File: config.mk
export PLATFORM = sky130hd
export DESIGN_NAME = pipe_stage_reg
export DESIGN_NICKNAME = d
export VERILOG_FILES = /design/src/rtl/pipe_stage_reg.sv
export SDC_FILE = /design/constraint.sdc
export NUM_CORES = 1
export LEC_CHECK = 0
export CAP_MARGIN = 20
export CORE_MARGIN = 5
export CORE_UTILIZATION = 54
export DETAILED_ROUTE_END_ITERATION = 6
export PLACE_DENSITY_LB_ADDON = 0.1
export SETUP_SLACK_MARGIN = 0.5
export SYNTH_ARGS = -nofsm -noshare
export SYNTH_HDL_FRONTEND = slang
export SYNTH_SLANG_ARGS = --single-unit
File: constraint.sdc
create_clock -name clk -period 3.1 [get_ports clk]
set_clock_uncertainty 0.05 [all_clocks]
set_input_delay 0.31 -clock clk [delete_from_list [all_inputs] [get_ports clk]]
set_output_delay 0.31 -clock clk [all_outputs]
set_load 0.02 [all_outputs]
File: src/rtl/pipe_stage_reg.sv
// Inter-stage pipeline register with valid/ready flow control and synchronous flush.
// SKID=1 adds a second entry so that in_ready comes straight from a flop.
//
// state | meaning
// EMPTY | no word held, out_valid=0
// ONE   | main entry valid, presented on out_*
// TWO   | main and skid valid, in_ready=0
module pipe_stage_reg #(
   parameter int              DATA_W = 32,
   parameter int              NFIELD = 4,
   parameter int              PC_W   = 32,
   parameter logic [PC_W-1:0] PC_RST = 32'h0000_3008,
   parameter bit              SKID   = 1'b1
) (
   input  logic                     clk,
   input  logic                     rst,
   input  logic                     flush,
   input  logic                     in_valid,
   output logic                     in_ready,
   input  logic [NFIELD*DATA_W-1:0] in_data,
   input  logic [PC_W-1:0]          in_pc,
   output logic                     out_valid,
   input  logic                     out_ready,
   output logic [NFIELD*DATA_W-1:0] out_data,
   output logic [PC_W-1:0]          out_pc,
   output logic [1:0]               occupancy
);

   localparam int W = NFIELD * DATA_W;

   logic in_fire;
   logic out_fire;

   assign in_fire  = in_valid & in_ready;
   assign out_fire = out_valid & out_ready;

   generate
      if (SKID) begin : g_skid
         typedef enum logic [1:0] {EMPTY = 2'd0, ONE = 2'd1, TWO = 2'd2} state_t;

         state_t          state;
         logic [W-1:0]    skid_data;
         logic [PC_W-1:0] skid_pc;
         logic            in_ready_q;

         assign in_ready = in_ready_q;

         always_ff @(posedge clk or negedge rst) begin
            if (!rst) begin
               state      <= EMPTY;
               out_valid  <= 1'b0;
               out_data   <= '0;
               out_pc     <= PC_RST;
               skid_data  <= '0;
               skid_pc    <= '0;
               in_ready_q <= 1'b1;
               occupancy  <= 2'd0;
            end else if (flush) begin
               // bubble still carries the current PC for branch/exception bookkeeping
               state      <= EMPTY;
               out_valid  <= 1'b0;
               out_data   <= '0;
               out_pc     <= in_pc;
               skid_data  <= '0;
               skid_pc    <= '0;
               in_ready_q <= 1'b1;
               occupancy  <= 2'd0;
            end else begin
               case (state)
                  EMPTY: begin
                     if (in_fire) begin
                        out_data  <= in_data;
                        out_pc    <= in_pc;
                        out_valid <= 1'b1;
                        occupancy <= 2'd1;
                        state     <= ONE;
                     end
                  end
                  ONE: begin
                     if (in_fire && out_fire) begin
                        out_data <= in_data;
                        out_pc   <= in_pc;
                     end else if (in_fire) begin
                        skid_data  <= in_data;
                        skid_pc    <= in_pc;
                        in_ready_q <= 1'b0;
                        occupancy  <= 2'd2;
                        state      <= TWO;
                     end else if (out_fire) begin
                        out_valid <= 1'b0;
                        occupancy <= 2'd0;
                        state     <= EMPTY;
                     end
                  end
                  TWO: begin
                     if (out_fire) begin
                        out_data   <= skid_data;
                        out_pc     <= skid_pc;
                        in_ready_q <= 1'b1;
                        occupancy  <= 2'd1;
                        state      <= ONE;
                     end
                  end
                  default: begin
                     state      <= EMPTY;
                     out_valid  <= 1'b0;
                     in_ready_q <= 1'b1;
                     occupancy  <= 2'd0;
                  end
               endcase
            end
         end
      end else begin : g_single
         assign in_ready  = out_ready | ~out_valid;
         assign occupancy = {1'b0, out_valid};

         always_ff @(posedge clk or negedge rst) begin
            if (!rst) begin
               out_valid <= 1'b0;
               out_data  <= '0;
               out_pc    <= PC_RST;
            end else if (flush) begin
               out_valid <= 1'b0;
               out_data  <= '0;
               out_pc    <= in_pc;
            end else if (in_fire) begin
               out_valid <= 1'b1;
               out_data  <= in_data;
               out_pc    <= in_pc;
            end else if (out_fire) begin
               out_valid <= 1'b0;
            end
         end
      end
   endgenerate

endmodule

* Word-level counts from Yosys, hierarchy flattened
Cells that the tools add are included.
** Cells by class
- Equal/unequal tests :: 13
- Mux-type cells :: 34
- Bitwise logic cells :: 2
- Reductions and logical operators :: 10
** Operators with widths (number)
- $mux 128 :: 7
- $pmux 128 s3 :: 1
- $mux 32 :: 7
- $pmux 32 s3 :: 1
- $ne 3x3->1 const B :: 7
- $mux 2 :: 6
- $reduce_and 4->1 :: 3
- $mux 1 :: 9
- $ne 2x2->1 const B :: 3
- $pmux 1 s3 :: 2
- $pmux 2 s3 :: 1
- $reduce_and 5->1 :: 1
- $ne 4x4->1 const B :: 1
- $reduce_bool 2->1 :: 2
- $reduce_bool 4->1 :: 1
- $reduce_and 3->1 :: 1
- $and 1x1->1 :: 2
- $eq 2x1->1 const B :: 1
- $eq 2x2->1 const B :: 1
- $logic_not 2->1 :: 1
- $logic_and 1x1->1 :: 1
** Storage, ports and cells
- Flip-flop bits (word level) :: 324
- Input port bits :: 165
- Output and inout port bits :: 164
- Word-level logic and storage cells :: 66

* Longest topological paths before layout
Gate-level depths: netlist of the first run.
- Depth after elaboration :: 6
- Mapped depth :: 8
- Gate-level depth less buffers :: 4

* Least setup slack after synthesis of the first run
No wires, ideal clock.
- Path kind :: register to register
- Start :: reg out_valid
- End :: reg g_skid.skid_data[100]
- Setup time :: 0.136 ns
- Data arrival time :: 1.688 ns
- Data required time :: 2.914 ns
- Path slack :: 1.226 ns
- Cell stages (with the launch flop) :: 9
- Period minus slack after synthesis :: 1.874 ns
- Path through :: dfrtp_1 -> and2_1 -> clkbuf_2 -> or2_2 -> buf_2 -> buf_2 -> buf_1 -> nand2_1 -> a21oi_1
** Between the ends
- Cells in the longest elaborated chain, start to end :: 4
** Ends and longest elaborated chain
- start, declared :: line 22 : output logic out_valid,
- start signal, assigned :: line 51 : out_valid <= 1'b0;
- start signal, assigned :: line 61 : out_valid <= 1'b0;
- start signal, assigned :: line 74 : out_valid <= 1'b1;
- $and 1x1->1 :: line 35 : assign out_fire = out_valid & out_ready;
- $logic_and 1x1->1 :: line 80 : if (in_fire && out_fire) begin
- $ne 2x2->1 (no source line)
- $reduce_and 3->1 (no source line)
- end signal, assigned :: line 84 : skid_data <= in_data;
- end, declared :: line 42 : logic [W-1:0] skid_data;
No other way between the ends.
A chain may end at the register's enable or synchronous reset.

* Worst setup path in the final report of the first run
- Start :: reg g_skid.state[1]
- End :: reg out_data[127]
** Between the ends
- Cells in the longest elaborated chain, start to end :: 3
- Elaborated cells between the ends (all ways) :: 10
** Ends and longest elaborated chain
- start, declared :: line 41 : state_t state;
- start signal, assigned :: line 50 : state <= EMPTY;
- start signal, assigned :: line 60 : state <= EMPTY;
- start signal, assigned :: line 76 : state <= ONE;
- $eq 2x1->1, or another cell as far along :: line 69 : case (state)
- $ne 3x3->1 (no source line), or another cell as far along
- $reduce_and 4->1 (no source line) or $mux 128 (tied branches)
- end signal, assigned :: line 72 : out_data <= in_data;
- end signal, assigned :: line 81 : out_data <= in_data;
- end signal, assigned :: line 97 : out_data <= skid_data;
- end, declared :: line 24 : output logic [NFIELD*DATA_W-1:0] out_data,
Several ways; a longest one is shown, not always the timed one.

==> run summary, run 1 <==
Pwr Density -> 642 mW/mm^2
Post-synth EDFFs -> 0
Worst-Margin Slew -> 1060 ps
main flop type after synthesis -> dfrtp_1
highest-delay cell along the critical path -> buf_12
CTS tree -> done
largest net degree at the start of global routing -> 154
Post-CTS Setup Inserts -> 0
routability cong. -> 0.824
core area -> 0.0260 sq mm
Layout Utilization -> 0.725
CP startpoint kind -> flip-flop
r2r endpoint -> out_data[127]
DRT antenna net count -> 0
Pleak -> 0.00751 uW
hold slack -> 280 ps
top cell type's share of synthesized area -> 0.564
Tcrit/Tclk final -> 0.739
RSZ-0062 raised after global routing -> false
vias per cell -> 5.51
Fin. Hold Viols -> 0
Ys Warns -> 0
syn_nets -> 1596
routed wire length -> 37200 um
most frequent cells after synthesis -> 481 x nand2_1, 320 x dfrtp_1, 160 x a21oi_1, 160 x mux2i_1, 128 x o31ai_1
post-synthesis average cell area -> 9.93 sq um
root buffer cell -> clkbuf_16
row cnt -> 59
Post-Syn Area -> 0.0142 sq mm
CP max stage delay -> 640 ps
Max Cap Viol -> 0
ranking of synthesized cells by area -> dfrtp_1 56%, nand2_1 13%, mux2i_1 11%, o31ai_1 6.8%, a21oi_1 5.6%
vias in the first global route -> 11000
Max Slew Vio Count -> 0
Buffers on Ports -> 328
DR pass1 iterations -> 6
CTS H-Tree Depth -> 2
TritonCTS Buffers -> 35
critical path class -> reg2reg
final setup fails -> 0
count leader, synth -> nand2_1
DRC Markers -> 0
max frequency -> 0.436 GHz
Starting DRT DRC Count -> 1066
Critical Path Start -> g_skid.state[1]
Post-Syn Instances -> 1431
Layout Area Growth over Synthesis -> 32.6%
asr flop ratio synth -> 1.00
Clock Latency Late Sink -> 500 ps
Synth area leader -> dfrtp_1
post_cts resized -> 0
first-pass GRT wire length -> 58300 um
critical path fanouts, max -> 129
post-DP HPWL -> 23100 um
die height -> 172 um
worst-path cell chain -> nor2b_4 > buf_12 > mux2i_1 > o31ai_1
total negative slack -> 0 ps
GRT Overall Usage -> 0.244
initial antenna violation count -> 8
data required time at the worst endpoint -> 3400 ps
die area -> 0.0297 sq mm
worst vdd ir -> 0.541 mV
Yosys cell types -> 29
GRT overflow -> 0
critical path arrival -> 2590 ps
Initial Utilization -> 0.547
Horiz. Die Dim -> 172 um
Worst setup EP type -> flip-flop
layout cells sized above 1 -> 0.0466
DR WL/cell -> 18.1 um
nets@finish -> 1857
Placed Instance Area -> 0.0177 sq mm
RR Startpoint -> g_skid.state[1]
max_slew headroom -> 0.290
Hold Crit Class -> in2reg
I/O pins -> 329
crit path time final -> 2290 ps
status -> completed
fin area -> 0.0188 sq mm
clk sink count -> 324
vias -> 11300
Clock Path Buffers -> 3
Critical Path End -> out_data[127]
Worst R2R Setup Slack -> 810 ps
clock-pin slew on the worst setup and hold paths -> 60 ps
Yosys reg bits -> 324
fill count -> 1957
register area share after synthesis -> 0.571
Worst R2R Path Depth -> 4
CTS Hold Bufs -> 1
[cell usage in the layout, fill, tap and decap left out, drive strengths merged]
master,n
nor2,5
and3b,1
dfstp,4
o22ai,2
a21bo,1
dlygate4sd3,1
nand2,481
a211oi,1
or2,1
bufinv,1
clkdlybuf4s50,326
nor2b,2
diode,4
dfrtp,320
a31oi,1
xor2,1
clkbuf,59
o21ai,32
and2,1
buf,18
mux2i,160
o31ai,128
nand2b,2
inv,2
a221oi,1
a2bb2oi,1
clkinv,3
nand4b,1
a21oi,160
a22oi,1
[where the power goes]
group / switching [uW] / internal, uW
Combinational: 1650 / 1280
Clock: 1610 / 2510
Sequential: 306 / 4730
Total: 3570 / 8520
[per-layer routing]
layer	GRT usage	part of all wire	vias to the layer above
met2	0.375	0.46	368
met5	0	0.0019	-
li1	-	-	5399
met3	0.0631	0.086	66
met1	0.344	0.42	5481
met4	0.0752	0.027	8
[critical path, delay by kind of cell, from the launching register on]
family	cells	cell delay, ps
simple gates	1	270
compound gates	1	100
flops	1	460
buf+inv	1	640
mux	1	400
[cell families after synthesis]
kind of cell / after synthesis / share of synthesized area
compound gates: 328 / 0.140
xor+xnor: 1 / 0.000617
buf+inv: 124 / 0.0432
flops: 324 / 0.571
mux: 160 / 0.113
simple gates: 494 / 0.132
[stage by stage]
step	setup slack [ps]	cells	power, uW
6_report	809	2056	12100
5_1_grt	720	2056	12700
4_1_cts	865	2052	12200
3_5_place_dp	659	1989	8060
3_3_place_gp	719	1989	8000
2_1_floorplan	1230	1431	6640
[flip-flops by register name, summed over array words and instances (netlist names)]
| name | cells |
|---|---|
| g_skid.skid_data | 128 |
| out_data | 128 |
| g_skid.skid_pc | 32 |
| out_pc | 32 |
| g_skid.state | 2 |
| in_ready | 1 |
| out_valid | 1 |
[worst min-delay path by stage]
stage,startpoint,end,slack (ps),cells after the start
2_1_floorplan,rst,g_skid.skid_data[0],-40,0
3_3_place_gp,rst,out_data[112],300,1
3_5_place_dp,rst,out_data[112],290,1
4_1_cts,flush,g_skid.skid_pc[5],280,2
5_1_grt,flush,g_skid.skid_pc[6],320,2
6_report,flush,g_skid.skid_pc[5],280,2
[cell type report]
type	count	area, sq um	area share
antenna	4	10.0	0.000532
clock buffer	58	1100	0.0587
clock inverter	4	45.0	0.00239
inverter	2	7.51	0.000399
multi-input combinational	983	5520	0.293
sequential	324	8110	0.431
tap	335	419	0.0223
timing repair buffer	346	3620	0.192
Power figures use the tool's default switching activity.
==> run 2: changes to the inputs <==
--- a/config.mk
+++ b/config.mk
@@ -7,7 +7,7 @@
 export LEC_CHECK = 0
 export CAP_MARGIN = 20
 export CORE_MARGIN = 5
-export CORE_UTILIZATION = 54
+export CORE_UTILIZATION = 46
 export DETAILED_ROUTE_END_ITERATION = 6
 export PLACE_DENSITY_LB_ADDON = 0.1
 export SETUP_SLACK_MARGIN = 0.5
==> constraint.sdc (replaced) <==
create_clock -name clk -period 2.1 [get_ports clk]
set_clock_uncertainty 0.05 [all_clocks]
set_input_delay 0.21 -clock clk [delete_from_list [all_inputs] [get_ports clk]]
set_output_delay 0.21 -clock clk [all_outputs]
set_load 0.02 [all_outputs]
==> run summary, run 2 (same netlist as run 1, synthesis figures left out) <==
largest registers -> g_skid.skid_data: 128 flops, out_data: 128 flops
Fin. Hold Viols -> 0 (unchanged)
Pwr Density -> 921 mW/mm^2 (+43%)
DR pass1 iterations -> 5 (-1)
fill count -> 2397 (+22%)
highest-delay cell along the critical path -> dfstp_2
Tcrit/Tclk final -> 0.902 (+0.163)
max frequency -> 0.528 GHz (+21%)
GRT Overall Usage -> 0.235 (-0.00848)
Max Cap Viol -> 0 (unchanged)
worst-path cell chain -> buf_6 > nand4b_1 > buf_4 > nor2_4 > buf_12 > clkbuf_16 > nand2_1 > a21oi_1
Horiz. Die Dim -> 186 um (+7.9%)
row cnt -> 64 (+8.5%)
core area -> 0.0305 sq mm (+17%)
CTS H-Tree Depth -> 2 (unchanged)
largest net degree at the start of global routing -> 123 (-20%)
critical path class -> reg2reg
I/O pins -> 329 (unchanged)
initial antenna violation count -> 4 (-4)
die area -> 0.0345 sq mm (+16%)
Initial Utilization -> 0.466 (-0.0811)
Worst setup EP type -> flip-flop
post-DP HPWL -> 24700 um (+6.8%)
die height -> 186 um (+7.9%)
Starting DRT DRC Count -> 964 (-9.6%)
DRT antenna net count -> 0 (unchanged)
CP startpoint kind -> flip-flop
vias per cell -> 5.43 (-1.4%)
routability cong. -> 0.799 (-3.0%)
Clock Path Buffers -> 3 (unchanged)
critical path fanouts, max -> 8 (-94%)
max_slew headroom -> 0.588 (+0.298)
data required time at the worst endpoint -> 2470 ps (-930 ps)
crit path time final -> 1890 ps (-397 ps)
Hold Crit Class -> in2reg
CTS tree -> done
RSZ-0062 raised after global routing -> true
clock-pin slew on the worst setup and hold paths -> 60 ps (about the same)
most frequent cells in the layout -> 459 x nand2_1, 317 x dfrtp_1, 162 x clkdlybuf4s50_1, 159 x mux2i_1, 157 x dlygate4sd2_1
vias in the first global route -> 11600 (+5.5%)
layout cells sized above 1 -> 0.128 (+0.0810)
Max Slew Vio Count -> 0 (unchanged)
critical path arrival -> 2260 ps (-330 ps)
vias -> 12000 (+6.1%)
clk sink count -> 324 (unchanged)
nets@finish -> 1949 (+5.0%)
CP max stage delay -> 550 ps (-90 ps)
Clock Latency Late Sink -> 520 ps (+20 ps)
GRT overflow -> 0 (unchanged)
root buffer cell -> clkbuf_16
Layout Utilization -> 0.678 (-0.0468)
DRC Markers -> 0 (unchanged)
commonest non-fill, non-tap cell in the layout -> nand2_1
status -> completed
Buffers on Ports -> 328 (unchanged)
worst vdd ir -> 0.558 mV (+3.2%)
DR WL/cell -> 20.0 um (+11%)
Pleak -> 0.00898 uW (+20%)
Layout Area Growth over Synthesis -> 45.6%
first-pass GRT wire length -> 65100 um (+12%)
total negative slack -> 0 ps (unchanged)
routed wire length -> 44200 um (+19%)
final setup fails -> 0 (unchanged)
TritonCTS Buffers -> 37 (+5.7%)
Worst-Margin Slew -> 618 ps (-447 ps)
Power, Total -> 19000 uW (+57%)
## run 2: cell types whose count changed in the layout (fill, tap and decap cells not counted), sizes merged, moves of 2 or more
cell | previous run | this run
clkdlybuf4s50 | 326 | 162
dlygate4sd2 | 0 | 157
buf | 18 | 101
clkbuf | 59 | 71
clkdlybuf4s15 | 0 | 2
clkinv | 3 | 5
## run 2: critical path: cells and delay by family (launching register included)
kind / cells / cell delay [ps]
AND/OR/NAND/NOR: 3 / 390
AO/OA/AOI/OAI: 1 / 150
flip-flops: 1 / 550
buffers and inverters: 4 / 640
## run 2: what timing repair did
action | 4_1_cts | 5_1_grt
gates resized for setup | 231 | 71
hold endpoints to repair | 50 | 0
endpoints found under the setup margin | 484 | 322
hold buffers | 1 | 0
buffers inserted | 24 | 8
cloned | 15 | 16
pin swaps | 8 | 21
## run 2: per-layer routing
layer / global-route usage / routed length, um / vias to the layer above
met5: 0 / 20 / -
met4: 0.0717 / 1160 / 2
li1: - / - / 5615
met3: 0.0520 / 3100 / 77
met2: 0.366 / 21000 / 398
met1: 0.333 / 19000 / 5915
## run 2: path summary, 6_finish.rpt
kind                         startpoint                     to  slack, ps  cells past startpoint
max in group asynchronous           rst   g_skid.skid_data[62]        930                      3
max reg2reg                    in_ready  g_skid.skid_data[119]        210                      8
min in group asynchronous           rst          out_data[105]        200                      2
min                               flush   g_skid.skid_data[57]         70                      2
min reg2reg                out_data[40]           out_data[40]        420                      2
max                            in_ready  g_skid.skid_data[119]        210                      8
## run 2: area by class of cell
type                       count  area (sq um)  area share
multi-input combinational    983          5870       0.284
tap                          396           495      0.0240
sequential                   324          8120       0.392
antenna                        4          10.0    0.000484
clock inverter                 7          63.8     0.00309
inverter                       2          7.51    0.000363
clock buffer                  59          1120      0.0542
timing repair buffer         436          5000       0.242
## run 2: per-stage QoR
step	setup WS (ps)	instance area (sq um)	hold WS [ps]	cells
after floorplan	369	14400	-136	1431
after CTS	283	20000	36.5	2183
after global routing	117	20700	74.3	2210
final	206	20700	71.8	2211
after detailed placement	24.7	18100	171	2077
after global placement	55.2	18100	173	2077
## run 2: power by group
part           switching (uW)  internal (uW)  leakage [uW]
clock                    2540           3780      0.000585
sequential                465           6990       0.00431
combinational            2890           2380       0.00409
==> run 3: changes to the inputs <==
--- a/config.mk
+++ b/config.mk
@@ -7,7 +7,8 @@
 export LEC_CHECK = 0
 export CAP_MARGIN = 20
 export CORE_MARGIN = 5
-export CORE_UTILIZATION = 46
+export CORE_UTILIZATION = 54
+export CTS_CLUSTER_DIAMETER = 150
 export DETAILED_ROUTE_END_ITERATION = 6
 export PLACE_DENSITY_LB_ADDON = 0.1
 export SETUP_SLACK_MARGIN = 0.5
==> constraint.sdc (replaced) <==
create_clock -name clk -period 2.3 [get_ports clk]
set_clock_uncertainty 0.05 [all_clocks]
set_input_delay 0.23 -clock clk [delete_from_list [all_inputs] [get_ports clk]]
set_output_delay 0.23 -clock clk [all_outputs]
set_load 0.02 [all_outputs]
==> run summary, run 3 (same netlist as run 1, synthesis figures left out) <==
worst slack, placed -> 139 ps (+114 ps)
post-DP HPWL -> 24700 um (+0.23%)
CTS H-Tree Depth -> 2 (unchanged)
Buffers on Ports -> 328 (unchanged)
I/O pins -> 329 (unchanged)
max_slew headroom -> 0.465 (-0.123)
Tcrit/Tclk final -> 0.843 (-0.0592)
first-pass GRT wire length -> 63200 um (-2.8%)
Clock Latency Late Sink -> 500 ps (-20 ps)
Layout Area Growth over Synthesis -> 48.1%
DRT antenna net count -> 0 (unchanged)
commonest non-fill, non-tap cell in the layout -> nand2_1
final setup margin -> 361 ps (+156 ps)
Starting DRT DRC Count -> 1309 (+36%)
most frequent cells in the layout -> 427 x nand2_1, 317 x dfrtp_1, 241 x clkdlybuf4s50_1, 154 x mux2i_1, 132 x a21oi_1
CP startpoint kind -> flip-flop
Worst setup EP type -> flip-flop
CTS tree -> done
root buffer cell -> clkbuf_16
critical path arrival -> 2290 ps (+30 ps)
Max Cap Viol -> 0 (unchanged)
clk sink count -> 324 (unchanged)
row cnt -> 59 (-7.8%)
vias per cell -> 5.92 (+9.0%)
Clock Path Buffers -> 3 (unchanged)
die area -> 0.0297 sq mm (-14%)
clock-pin slew on the worst setup and hold paths -> 60 ps (about the same)
max frequency -> 0.516 GHz (-2.3%)
DR pass1 iterations -> 5 (unchanged)
Pwr Density -> 840 mW/mm^2 (-8.8%)
vias in the first global route -> 11800 (+1.8%)
GRT overflow -> 0 (unchanged)
worst vdd ir -> 0.674 mV (+21%)
status -> completed
fill count -> 1531 (-36%)
core area -> 0.0260 sq mm (-15%)
initial antenna violation count -> 6 (+2)
DRC Markers -> 0 (unchanged)
Horiz. Die Dim -> 172 um (-7.3%)
total negative slack -> 0 ps (unchanged)
RSZ-0062 raised after global routing -> true
routed wire length -> 48100 um (+8.8%)
crit path time final -> 1940 ps (+44.3 ps)
DR WL/cell -> 22.6 um (+13%)
Initial Utilization -> 0.547 (+0.0811)
TritonCTS Buffers -> 36 (-2.7%)
fin area -> 0.0210 sq mm (+1.7%)
Placed Instance Area -> 0.0179 sq mm (-1.5%)
nets@finish -> 1935 (-0.72%)
Worst-Margin Slew -> 802 ps (+185 ps)
layout cells sized above 1 -> 0.156 (+0.0281)
routability cong. -> 0.806 (+0.86%)
data required time at the worst endpoint -> 2650 ps (+180 ps)
die height -> 172 um (-7.3%)
Hold Crit Class -> in2reg
largest registers -> g_skid.skid_data: 128 flops, out_data: 128 flops
vias -> 12600 (+5.2%)
Pleak -> 0.00927 uW (+3.2%)
GRT Overall Usage -> 0.267 (+0.0314)
critical path fanouts, max -> 9 (+1)
Max Slew Vio Count -> 0 (unchanged)
largest net degree at the start of global routing -> 158 (+28%)
Fin. Hold Viols -> 0 (unchanged)
critical path class -> reg2reg
final setup fails -> 0 (unchanged)
==> run 3: cell count changes in the layout (fill, tap and decap cells not counted), sizes merged <==
| cell | delta |
|---|---|
| clkdlybuf4s50 | +79 |
| dlygate4sd2 | -117 |
| inv | -1 |
| clkbuf | +4 |
| dlymetal6s2s | +45 |
| clkinv | +4 |
| bufinv | +1 |
| diode | +1 |
| buf | -30 |
| bufbuf | -1 |
| clkdlybuf4s15 | -2 |
==> run 3: worst max-delay path: stages (launching register included) <==
cell,delay [ps]
dfrtp_2,440
a21bo_4,240
a221oi_4,340
buf_6,220
clkbuf_16,200
buf_4,160
nand2_1,90
o31ai_1,90
==> run 3: layer usage <==
| metal | GRT usage | up-vias | share of wire |
|---|---|---|---|
| met1 | 0.368 | 6236 | 0.38 |
| met4 | 0.0878 | 4 | 0.046 |
| met3 | 0.0535 | 162 | 0.091 |
| li1 | - | 5577 | - |
| met5 | 0 | - | 0.00056 |
| met2 | 0.429 | 650 | 0.48 |
==> run 3: final timing paths <==
kind	start	endpoint	slack, ps	cells past startpoint
setup reg to reg	out_valid	out_data[111]	360	7
hold reg to reg	out_data[54]	out_data[54]	420	2
setup / recovery	out_valid	out_data[111]	360	7
min in group asynchronous	rst	g_skid.skid_data[111]	230	2
hold / removal	flush	g_skid.skid_pc[8]	100	2
max in group asynchronous	rst	g_skid.skid_data[68]	1090	3
==> run 3: layout make-up <==
class / instances / area [sq um] / share of cell area
Sequential cell: 324 / 8120 / 0.386
Multi-Input combinational cell: 983 / 6230 / 0.296
Timing Repair Buffer: 423 / 5100 / 0.242
Clock buffer: 50 / 1040 / 0.0497
Tap cell: 335 / 419 / 0.0199
Clock inverter: 11 / 105 / 0.00500
Antenna cell: 5 / 12.5 / 0.000595
Inverter: 2 / 7.51 / 0.000357
==> run 3: power by group <==
group	internal (uW)	switching, uW
clock	3380	2280
sequential	6380	494
combinational	2360	2770
==> run 3: repair_timing <==
| action | in CTS | in global routing |
|---|---|---|
| pin swaps | 3 | 79 |
| resized for setup | 58 | 237 |
| endpoints found under the setup margin | 234 | 364 |
| hold buffers | 1 | 0 |
| buffers inserted | 10 | 8 |
| gates cloned | 6 | 34 |
| hold endpoints to repair | 59 | 0 |
==> run 3: metrics by stage <==
stage	instances	hold slack, ps	power [uW]	utilization
6_report	2133	102	17700	0.810
5_1_grt	2132	102	18300	0.810
4_1_cts	2086	62.4	16800	0.744
3_5_place_dp	2008	203	11000	0.688
3_3_place_gp	2008	202	10900	0.688
2_1_floorplan	1431	-116	8970	-
